## config.mk

```make
export PLATFORM = sky130hd
export DESIGN_NAME = fir_load_sequencer
export DESIGN_NICKNAME = d
export VERILOG_FILES = /design/src/rtl/fir_pkg.sv /design/src/rtl/fir_ring_ptr.sv /design/src/rtl/fir_load_sequencer.sv
export SDC_FILE = /design/constraint.sdc
export NUM_CORES = 1
export LEC_CHECK = 0
export BUFFER_PORTS_ARGS = -buffer_cell sky130_fd_sc_hd__buf_4
export CORE_UTILIZATION = 53
export CTS_BUF_LIST = sky130_fd_sc_hd__clkbuf_4
export DETAILED_ROUTE_END_ITERATION = 6
export GPL_TIMING_DRIVEN = 0
export HOLD_SLACK_MARGIN = 0.12
export MAX_ROUTING_LAYER = met4
export PLACE_DENSITY = 0.91
export SYNTH_ARGS = -nofsm -noshare
export SYNTH_HDL_FRONTEND = slang
export SYNTH_SLANG_ARGS = --single-unit
```

## constraint.sdc

```tcl
create_clock -name clk_10kHz -period 2.96 [get_ports clk_10kHz]
set_clock_uncertainty 0.05 [all_clocks]
set_input_delay 0.592 -clock clk_10kHz [delete_from_list [all_inputs] [get_ports clk_10kHz]]
set_output_delay 0.592 -clock clk_10kHz [all_outputs]
set_load 0.01 [all_outputs]
```

## src/rtl/fir_pkg.sv

```systemverilog
// Shared sizing defaults and FSM state codes for the FIR load sequencer.
// Loader and ring pointer both import these so the defaults live in one place.
package fir_pkg;

    localparam int FIR_DATA_W = 16;
    localparam int FIR_TAPS   = 64;
    localparam int FIR_ADDR_W = 6;
    localparam int FIR_OVF_W  = 8;

    typedef logic [1:0] fsm_state_t;

    localparam logic [1:0] ST_IDLE       = 2'd0;
    localparam logic [1:0] ST_COEF_LOAD  = 2'd1;
    localparam logic [1:0] ST_SAMPLE_RUN = 2'd2;

endpackage

```

## src/rtl/fir_ring_ptr.sv

```systemverilog
// Circular write pointer for the sample ring plus a fill count that saturates
// at TAPS, so the loader knows when the window first becomes complete.
module fir_ring_ptr
    import fir_pkg::*;
#(
    parameter int ADDR_W = FIR_ADDR_W,
    parameter int TAPS   = FIR_TAPS
)
(
    input  logic              clk_10kHz,
    input  logic              reset,
    input  logic              inc,
    input  logic              clr,
    output logic [ADDR_W-1:0] ptr,
    output logic [ADDR_W:0]   fill
);

    // TAPS is a power of two, so the pointer wraps by plain overflow.
    always_ff @(posedge clk_10kHz or posedge reset) begin
        if (reset) begin
            ptr  <= '0;
            fill <= '0;
        end else if (clr) begin
            ptr  <= '0;
            fill <= '0;
        end else if (inc) begin
            ptr <= ptr + 1'b1;
            if (fill != (ADDR_W+1)'(TAPS)) begin
                fill <= fill + 1'b1;
            end
        end
    end

endmodule

```

## src/rtl/fir_load_sequencer.sv

```systemverilog
// Loads a coefficient set into FIR coefficient memory, then streams samples into
// the circular sample buffer, flagging frame_start once the window is full.
module fir_load_sequencer
    import fir_pkg::*;
#(
    parameter int DATA_W = FIR_DATA_W,
    parameter int TAPS   = FIR_TAPS,
    parameter int ADDR_W = FIR_ADDR_W,
    parameter int OVF_W  = FIR_OVF_W
)
(
    input  logic              clk_10kHz,
    input  logic              reset,
    input  logic              coef_valid,
    input  logic [DATA_W-1:0] coef_data,
    output logic              coef_ready,
    input  logic              smp_valid,
    input  logic [DATA_W-1:0] smp_data,
    output logic              smp_ready,
    input  logic              fifo_full,
    input  logic              reload,
    output logic [DATA_W-1:0] cin,
    output logic [ADDR_W-1:0] caddr,
    output logic              cload,
    output logic [DATA_W-1:0] xin,
    output logic [ADDR_W-1:0] xaddr,
    output logic              xload,
    output logic              frame_start,
    output logic              coef_done,
    output logic [OVF_W-1:0]  drop_cnt
);

    fsm_state_t        state;
    logic [ADDR_W-1:0] ccnt;
    logic [ADDR_W-1:0] wptr;
    logic [ADDR_W:0]   fill;
    logic              coef_acc;
    logic              smp_acc;
    logic              smp_drop;

    // Both streams use valid/ready: a word transfers on an edge where valid and
    // ready are high together; ready depends only on state (and fifo_full).
    assign coef_ready = (state == ST_COEF_LOAD);
    assign smp_ready  = (state == ST_SAMPLE_RUN) & ~fifo_full;
    assign coef_acc   = coef_valid & coef_ready;
    assign smp_acc    = smp_valid & smp_ready;
    assign smp_drop   = smp_valid & fifo_full & (state == ST_SAMPLE_RUN);

    fir_ring_ptr #(
        .ADDR_W (ADDR_W),
        .TAPS   (TAPS)
    ) u_ring (
        .clk_10kHz (clk_10kHz),
        .reset     (reset),
        .inc       (smp_acc),
        .clr       (1'b0),
        .ptr       (wptr),
        .fill      (fill)
    );

    always_ff @(posedge clk_10kHz or posedge reset) begin
        if (reset) begin
            state       <= ST_IDLE;
            ccnt        <= '0;
            cin         <= '0;
            caddr       <= '0;
            cload       <= 1'b0;
            xin         <= '0;
            xaddr       <= '0;
            xload       <= 1'b0;
            frame_start <= 1'b0;
            coef_done   <= 1'b0;
            drop_cnt    <= '0;
        end else begin
            cload       <= 1'b0;
            xload       <= 1'b0;
            frame_start <= 1'b0;
            case (state)
                ST_IDLE: begin
                    state <= ST_COEF_LOAD;
                end
                ST_COEF_LOAD: begin
                    // A reload restarts the set; a word arriving with it is lost.
                    if (reload) begin
                        ccnt <= '0;
                    end else if (coef_acc) begin
                        cin   <= coef_data;
                        caddr <= ccnt;
                        cload <= 1'b1;
                        ccnt  <= ccnt + 1'b1;
                        if (ccnt == ADDR_W'(TAPS - 1)) begin
                            coef_done <= 1'b1;
                            state     <= ST_SAMPLE_RUN;
                        end
                    end
                end
                ST_SAMPLE_RUN: begin
                    if (smp_acc) begin
                        xin         <= smp_data;
                        xaddr       <= wptr;
                        xload       <= 1'b1;
                        frame_start <= (fill >= (ADDR_W+1)'(TAPS - 1));
                    end
                    if (smp_drop && (drop_cnt != {OVF_W{1'b1}})) begin
                        drop_cnt <= drop_cnt + 1'b1;
                    end
                    // Ring position and fill survive a reload so old samples stay valid.
                    if (reload) begin
                        ccnt      <= '0;
                        coef_done <= 1'b0;
                        state     <= ST_COEF_LOAD;
                    end
                end
                default: begin
                    state <= ST_IDLE;
                end
            endcase
        end
    end

endmodule

```

After elaboration in Yosys (flattened, before gate mapping)

Index checks and enable logic that the tools add are counted.

Register bits after elaboration: 77
Bits in latches: 0
Memory bits (writable): 0
ROM bits: 0
Bits of input ports: 38
Output and inout port bits: 58
Logic and storage cells: 66
Memories kept: 0

$add $sub $neg: 4
Multipliers: 0
Divide/modulo/power cells: 0
Magnitude comparators: 1
Equality and inequality tests: 10
Shift-type cells: 0
Mux-type cells: 21
Bitwise operators: 7
Reduce and logical (&&, ||, !) cells: 10

Operators with widths:

| operator                                                               | number |
|---|---|
| 6-bit two-way mux                                                      | 3 |
| 6-bit by 1-bit adder with 6-bit output (second input constant)         | 2 |
| 6-bit case mux with 2 select lines                                     | 1 |
| 1-bit two-way mux                                                      | 11 |
| 8-bit by 1-bit adder with 8-bit output (second input constant)         | 1 |
| 2-bit two-way mux                                                      | 4 |
| 8-bit != test (second input constant)                                  | 1 |
| 7-bit by 1-bit adder with 7-bit output (second input constant)         | 1 |
| 7-bit by 6-bit >= comparator with 1-bit output (second input constant) | 1 |
| 7-bit != test (second input constant)                                  | 1 |
| 6-bit equality test (second input constant)                            | 1 |
| 2-bit case mux with 3 select lines                                     | 1 |
| 2-bit AND reduction                                                    | 3 |
| 3-bit AND reduction                                                    | 2 |
| 1-bit bitwise AND                                                      | 5 |
| 5-bit AND reduction                                                    | 1 |
| 2-bit by 1-bit != test with 1-bit output (second input constant)       | 2 |
| 2-bit != test (second input constant)                                  | 2 |
| 4-bit AND reduction                                                    | 1 |
| 3-bit by 1-bit != test with 1-bit output (second input constant)       | 1 |
| 2-bit by 1-bit equality test with 1-bit output (second input constant) | 1 |
| 2-bit equality test (second input constant)                            | 1 |
| 2-bit zero test                                                        | 1 |
| 1-bit inverter                                                         | 2 |
| other kinds (3)                                                        | 3 |

Longest topological paths before layout

Gate-level depths: netlist of run 1.

Word-level depth: 5
Gate-level depth with buffers: 8
Mapped depth without buffers: 7

Modules after synthesis

Synthesis of run 1 repeated with hierarchy kept, for this count alone.

Cell total of the unflattened synthesis: 358
Area total of the unflattened synthesis: 3458.3 µm²

Modules (own cells, without submodules):

| module             | instances | cells an instance | area an instance (µm²) | seq. area each (µm²) |
|---|---|---|---|---|
| fir_load_sequencer | 1         | 286               | 2748.9                 | 1601.5 |
| fir_ring_ptr       | 1         | 72                | 709.4                  | 325.3 |

Worst setup path after synthesis of run 1

No wires, ideal clock.

Kind: register to register
From: register state[1]
To: register caddr[5]
Setup time: 0.125 ns
Arrival time: 1.732 ns
Data required time: 2.785 ns
Slack: 1.052 ns
Stages on the path, launching flop included: 8
Buffers on the path: 2
Period minus slack after synthesis: 1.908 ns
Cell sequence: dfrtp_1 inv_1 ha_1 inv_1 or3_1 buf_2 buf_6 mux2_4

Longest elaborated chain between the ends: 3

Ends and longest elaborated chain:

| element                                            | RTL line                 | source |
|---|---|---|
| from (decl)                                        | fir_load_sequencer.sv:33 | `fsm_state_t state;` |
| from (signal assigned)                             | fir_load_sequencer.sv:63 | `state <= ST_IDLE;` |
| from (signal assigned)                             | fir_load_sequencer.sv:80 | `state <= ST_COEF_LOAD;` |
| from (signal assigned)                             | fir_load_sequencer.sv:93 | `state <= ST_SAMPLE_RUN;` |
| 2-bit by 1-bit equality test with 1-bit output (*) | fir_load_sequencer.sv:43 | `assign coef_ready = (state == ST_COEF_LOAD);` |
| named net coef_ready                               | fir_load_sequencer.sv:16 | `output logic coef_ready,` |
| 1-bit bitwise AND                                  | fir_load_sequencer.sv:45 | `assign coef_acc = coef_valid & coef_ready;` |
| 3-bit AND reduction (no source line) (*)           | -                        |  |
| to (signal assigned)                               | fir_load_sequencer.sv:88 | `caddr <= ccnt;` |
| to (decl)                                          | fir_load_sequencer.sv:23 | `output logic [ADDR_W-1:0] caddr,` |

The timed path passes the listed nets; every way through them passes the cells marked *.
A chain may end at the register's enable or synchronous reset.

Worst setup path after layout of run 1

From: register state[0]
To: output port smp_ready

Longest elaborated chain between the ends: 2

Ends and longest elaborated chain:

| element             | RTL line                 | source |
|---|---|---|
| 2-bit equality test | fir_load_sequencer.sv:44 | `assign smp_ready = (state == ST_SAMPLE_RUN) & ~fifo_full;` |
| 1-bit bitwise AND   | fir_load_sequencer.sv:44 |  |
| to (decl)           | fir_load_sequencer.sv:19 | `output logic smp_ready,` |

No other way between the ends.

==> summary.txt, run 1 <==
cts bufs inserted: 9
drt first pass iters: 4
Port Buffer Count: 94
VDD IR max: 0.368 mV
Leak: 2.33 nW
H-tree level count: 3
worst-path fanout max: 6
num rows: 28
Final HPWL DP: 5000 µm
Filler cells: 414
commonest non-fill, non-tap cells in the layout: 94 x buf_4, 84 x nand2_1, 77 x dfrtp_1, 23 x mux2_2, 12 x inv_1
first-pass GRT wire length: 11000 µm
cts repair resizes: 0
initial core utilization: 0.555
# diodes: 0
relative slew slack: 0.681
Via density: 5.25
initial antenna violation count: 0
status: finished clean
Die Y: 81.2 µm
Hold WC Path Type: in2async
top cell type by total area after synthesis: dfrtp_1
Multi-input gate area: 1290 µm²
Slew @ Worst Pin: 479 ps
FFs w/ async S/R, synth: 1.00
max-slew violation count: 0
sequential area share after synthesis: 0.580
total grt overflow: 0
Clock Tree Buf Depth: 2
Core Area: 5990 µm²
PD cells: 518 nW/µm²
GPL Wtd Cong: 0.868
Design Power: 2.26 mW
wire per inst: 14.1 µm
IO Pins: 96
TritonCTS clock tree: built
main flop type after synthesis: dfrtp_1
Area Overhead vs Synth: 31.2%
final hold vios: 0
CTS clock-pin slew for the worst setup and hold paths: 130 ps
worst path required time: 2320 ps
Post-CTS Hold Buffers: 0
synth unique cells: 41
Finished Core Util: 0.728
post-synth top area share: 0.580
FF+latch count, synth: 77
total track usage: 0.232
critical setup path kind: reg2out
largest net degree at the start of global routing: 40
Setup violations, final: 0
post-route clock period utilization: 0.785
RSZ-0062 raised after global routing: no
startpoint types: flop
FMAX: 431 MHz
DRC errors left: 0
layout cells sized above 1: 0.356
Post-CTS Setup Inserts: 0
most common cell after layout, fill and taps aside: buf_4
Post-Syn Area per Cell: 11.0 µm²
leading post-synthesis cells by cell area: dfrtp_1 58%, nand2_1 9.5%, mux2_2 7.8%
CTS root buf: clkbuf_4
initial DRC count: 180
die footprint: 6590 µm²
Ys Warns: 0
fin nets: 455
Post-Route WL: 6870 µm
mapped cell area: 3320 µm²
post-route minimum period: 2320 ps
EDFF count, synth: 0
syn_nets: 349
post-synthesis cell count: 302
Crit. End Element: primary output
vias in the first global route: 2522
max_cap viols: 0
register area: 1930 µm²
Die X: 81.2 µm
CP arrival: 1680 ps
Clock Latency Late Sink: 410 ps
clock sink total: 77
antenna-violating nets left: 0
total number of vias: 2564
registers in the layout, indices dropped and copies added (netlist names), 2 cells and up:
signal / flops
state: 2
ccnt: 6
cin: 16
caddr: 6
u_ring.fill: 7
u_ring.ptr: 6
drop_cnt: 8
xaddr: 6
xin: 16
critical path: stages, from the launching register on:
cell and delay (ps):
dfrtp_1 430, inv_1 110, ha_1 320, inv_1 160, nor2_1 130, buf_4 130
metal layers:
metal  up-vias  GRT usage  wire length [µm]
met5         -          -                 0
met4         0      0.113                91
met3        10     0.0416               310
met2        91      0.392              3610
met1      1230      0.266              2860
li1       1233          -                 -
cell type report:
class	instances	share of cell area
Timing Repair Buffer	95	0.166
Tap cell	75	0.0215
Buffer	11	0.0141
Sequential cell	77	0.442
Clock inverter	7	0.0336
Clock buffer	9	0.0155
Multi-Input combinational cell	201	0.295
Inverter	13	0.0118
synthesized netlist by cell type (2+ instances only):
cell type  count
inv_1         13
clkbuf_1       5
nand4_1        9
buf_6          2
mux2_4         3
buf_2          4
mux2i_1        2
xor2_1         2
a21oi_1        4
and3_1         3
nand2_1       84
a31oi_1        3
ha_1           9
xnor2_1       11
mux2_2        23
nor2_1        11
nand3_1        6
dfrtp_1       77
nand2b_1       2
nor3_1         2
o21ai_0        7
where the power goes:
group / switching (mW) / leakage [nW] / internal (mW)
logic: 0.0987 / 1.19 / 0.134
registers: 0.0324 / 1.02 / 1.10
clock network: 0.375 / 0.111 / 0.518
cell families after synthesis:
logic type | share of synthesized area
and+or+nand+nor | 0.175
xor gates and xnor gates | 0.0342
AOI/OAI and AO/OA | 0.0463
DFF | 0.580
muxes | 0.0975
buffers and inverters | 0.0331
adders and majority gates | 0.0339
stage by stage:
step | setup slack [ps] | instance area (µm²) | cells | setup TNS [ps] | hold slack, ps
floorplan | 351 | 3320 | 302 | 0 | 394
global route | 498 | 4360 | 488 | 0 | 171
global placement | -490 | 4120 | 471 | -37550 | 411
CTS | 610 | 4360 | 488 | 0 | 138
finish | 638 | 4360 | 488 | 0 | 147
detailed placement | 959 | 4150 | 472 | 0 | 413
path summary, 6_finish.rpt:
path                              start         to  slack (ps)  cells past startpoint
min in group clk_10kHz     smp_data[15]    xin[15]         310                      3
setup reg to reg               state[1]    cin[15]         910                      7
hold reg to reg                 xin[12]    xin[12]         440                      2
max in group asynchronous         reset     cin[0]        2140                      3
setup / recovery               state[0]  smp_ready         640                      5
hold / removal                    reset     xin[1]         150                      2
No activity file was read; power rests on OpenSTA's default activity.
==> run 2, diff against run 1 <==
CORE_UTILIZATION = 48   (was 53)
PLACE_DENSITY = 0.88   (was 0.91)
clock period = 2 ns   (was 2.96 ns; I/O delays follow)
==> summary.txt, run 2 (synthesized netlist as in run 1, its figures left out) <==
Port Buffer Count: 94 (unchanged)
clock sink total: 77 (unchanged)
FF-to-FF Start: u_ring.fill[0]
status: finished clean
Sw Ratio: 0.230 (+0.00607)
largest stage delay on the critical path: 460 ps (+30 ps)
Slew @ Worst Pin: 879 ps (+401 ps)
total number of vias: 2655 (+3.5%)
vias in the first global route: 2636 (+4.5%)
Core Area: 6530 µm² (+9.0%)
Multi-input gate area: 1310 µm² (+1.9%)
die footprint: 7260 µm² (+10%)
Design Power: 3.21 mW (+42%)
largest net degree at the start of global routing: 40 (unchanged)
# diodes: 0 (unchanged)
drt first pass iters: 4 (unchanged)
final hold vios: 0 (unchanged)
H-tree level count: 3 (unchanged)
first-pass GRT wire length: 12100 µm (+9.5%)
Area Overhead vs Synth: 36.6%
crit path from: u_ring.fill[0]
initial antenna violation count: 0 (unchanged)
PD cells: 708 nW/µm² (+37%)
FMAX: 519 MHz
Via density: 5.22 (-0.72%)
register area: 1930 µm² (unchanged)
DP Worst Slack: -19.3 ps (-979 ps)
num rows: 29 (+3.6%)
biggest registers after layout: cin x16, xin x16, drop_cnt x8
total grt overflow: 0 (unchanged)
worst-path cell chain: inv_1, ha_1, or4b_1, nor3b_2, nor2_1, mux2_4
Worst path slowest cell: or4b_1
worst path required time: 2260 ps (-60 ps)
commonest non-fill, non-tap cells in the layout: 96 x buf_4, 84 x nand2_1, 77 x dfrtp_1, 23 x mux2_2, 17 x dlygate4sd3_1
total track usage: 0.224 (-0.00816)
Filler cells: 493 (+19%)
Clock Tree Buf Depth: 2 (unchanged)
Crit. End Element: flop
CTS clock-pin slew for the worst setup and hold paths: 120 ps (about the same)
most common cell after layout, fill and taps aside: buf_4
worst-path fanout max: 4 (-2)
Reg2Reg Setup Slack: 70 ps (-840 ps)
worst hold start: coef_data[4]
Die X: 85.2 µm (+5.0%)
Finished Core Util: 0.695 (-0.0325)
Min Hold Slack: 156 ps (+8.78 ps)
GPL Wtd Cong: 0.811 (-6.5%)
Cell Int Power: 2.48 mW (+41%)
CP arrival: 2190 ps (+510 ps)
layout cells sized above 1: 0.350 (-0.00640)
initial DRC count: 139 (-23%)
CTS root buf: clkbuf_4
sequential share of power: 0.522 (+0.020)
TritonCTS clock tree: built
VDD IR max: 0.406 mV (+10%)
clock group share of total power: 0.363 (-0.032)
startpoint types: flop
Leak: 2.38 nW (+2.3%)
max-slew violation count: 0 (unchanged)
fin nets: 474 (+4.2%)
Setup violations, final: 0 (unchanged)
initial core utilization: 0.509 (-0.0459)
Final HPWL DP: 5180 µm (+3.5%)
Die Y: 85.2 µm (+5.0%)
relative slew slack: 0.413 (-0.268)
max_cap viols: 0 (unchanged)
cts bufs inserted: 9 (unchanged)
post-route clock period utilization: 0.964
critical setup path kind: reg2reg
post-route minimum period: 1930 ps
antenna-violating nets left: 0 (unchanged)
setup ws final: 72.4 ps (-565 ps)
DRC errors left: 0 (unchanged)
Gate power share: 0.115 (+0.012)
Hold WC Path Type: in2reg
Net Sw Power: 0.739 mW (+46%)
RSZ-0062 raised after global routing: yes
Clock Latency Late Sink: 420 ps (about the same)
Post-Route WL: 7570 µm (+10%)
wire per inst: 14.9 µm (+5.7%)
IO Pins: 96 (unchanged)
-- run 2: power groups by stage --
| stage | registers, mW | clock network (mW) | logic (mW) |
|---|---|---|---|
| floorplan | 1.73 | 0 | 0.131 |
| global route | 1.68 | 1.27 | 0.403 |
| finish | 1.68 | 1.17 | 0.371 |
| detailed placement | 1.71 | 0 | 0.348 |
| global placement | 1.70 | 0 | 0.332 |
| CTS | 1.68 | 1.20 | 0.373 |
-- run 2: layout make-up --
type,instances,area share
flip-flops and latches,77,0.424
multi-input cells,201,0.289
repair buffers,114,0.201
clock inverters,7,0.0251
well taps,77,0.0212
clock buffers,9,0.0149
plain buffers,11,0.0135
inverters,13,0.0116
-- run 2: path summary, 6_finish.rpt --
path	end	depth (start not counted)
min in group asynchronous	drop_cnt[3]	3
worst max-delay path	u_ring.fill[1]	6
max in group asynchronous	cin[1]	4
worst max register to register	u_ring.fill[1]	6
worst min register to register	xin[1]	2
worst min-delay path	cin[4]	2
-- run 2: critical path: cells and delay by family, from the launching register on --
kind	cells	cell delay, ps
fa+ha+maj	1	150
buf+inv	1	120
simple gates	3	760
flops	1	430
mux	1	310
-- run 2: routing by layer --
layer | vias up | global-route usage | share of wire
met4 | 0 | 0.103 | 0.025
li1 | 1270 | - | -
met3 | 20 | 0.0516 | 0.039
met5 | - | - | 0
met1 | 1290 | 0.247 | 0.40
met2 | 75 | 0.385 | 0.54
-- run 2: timing repair --
action / 4_1_cts / 5_1_grt
cloned: 0 / 0
pin swaps: 0 / 1
endpoints found under the setup margin: 18 / 18
hold endpoints to repair: 53 / 1
resized for setup: 2 / 4
hold buffers: 16 / 1
setup buffers: 0 / 2
-- run 2: stage by stage --
stage                     std cells  area (µm²)  setup TNS (ps)
final                           509        4540               0
after global routing            509        4540           -9.86
after CTS                       506        4500           -46.0
after detailed placement        474        4150           -74.3
after global placement          473        4130               0
after floorplan                 302        3330               0
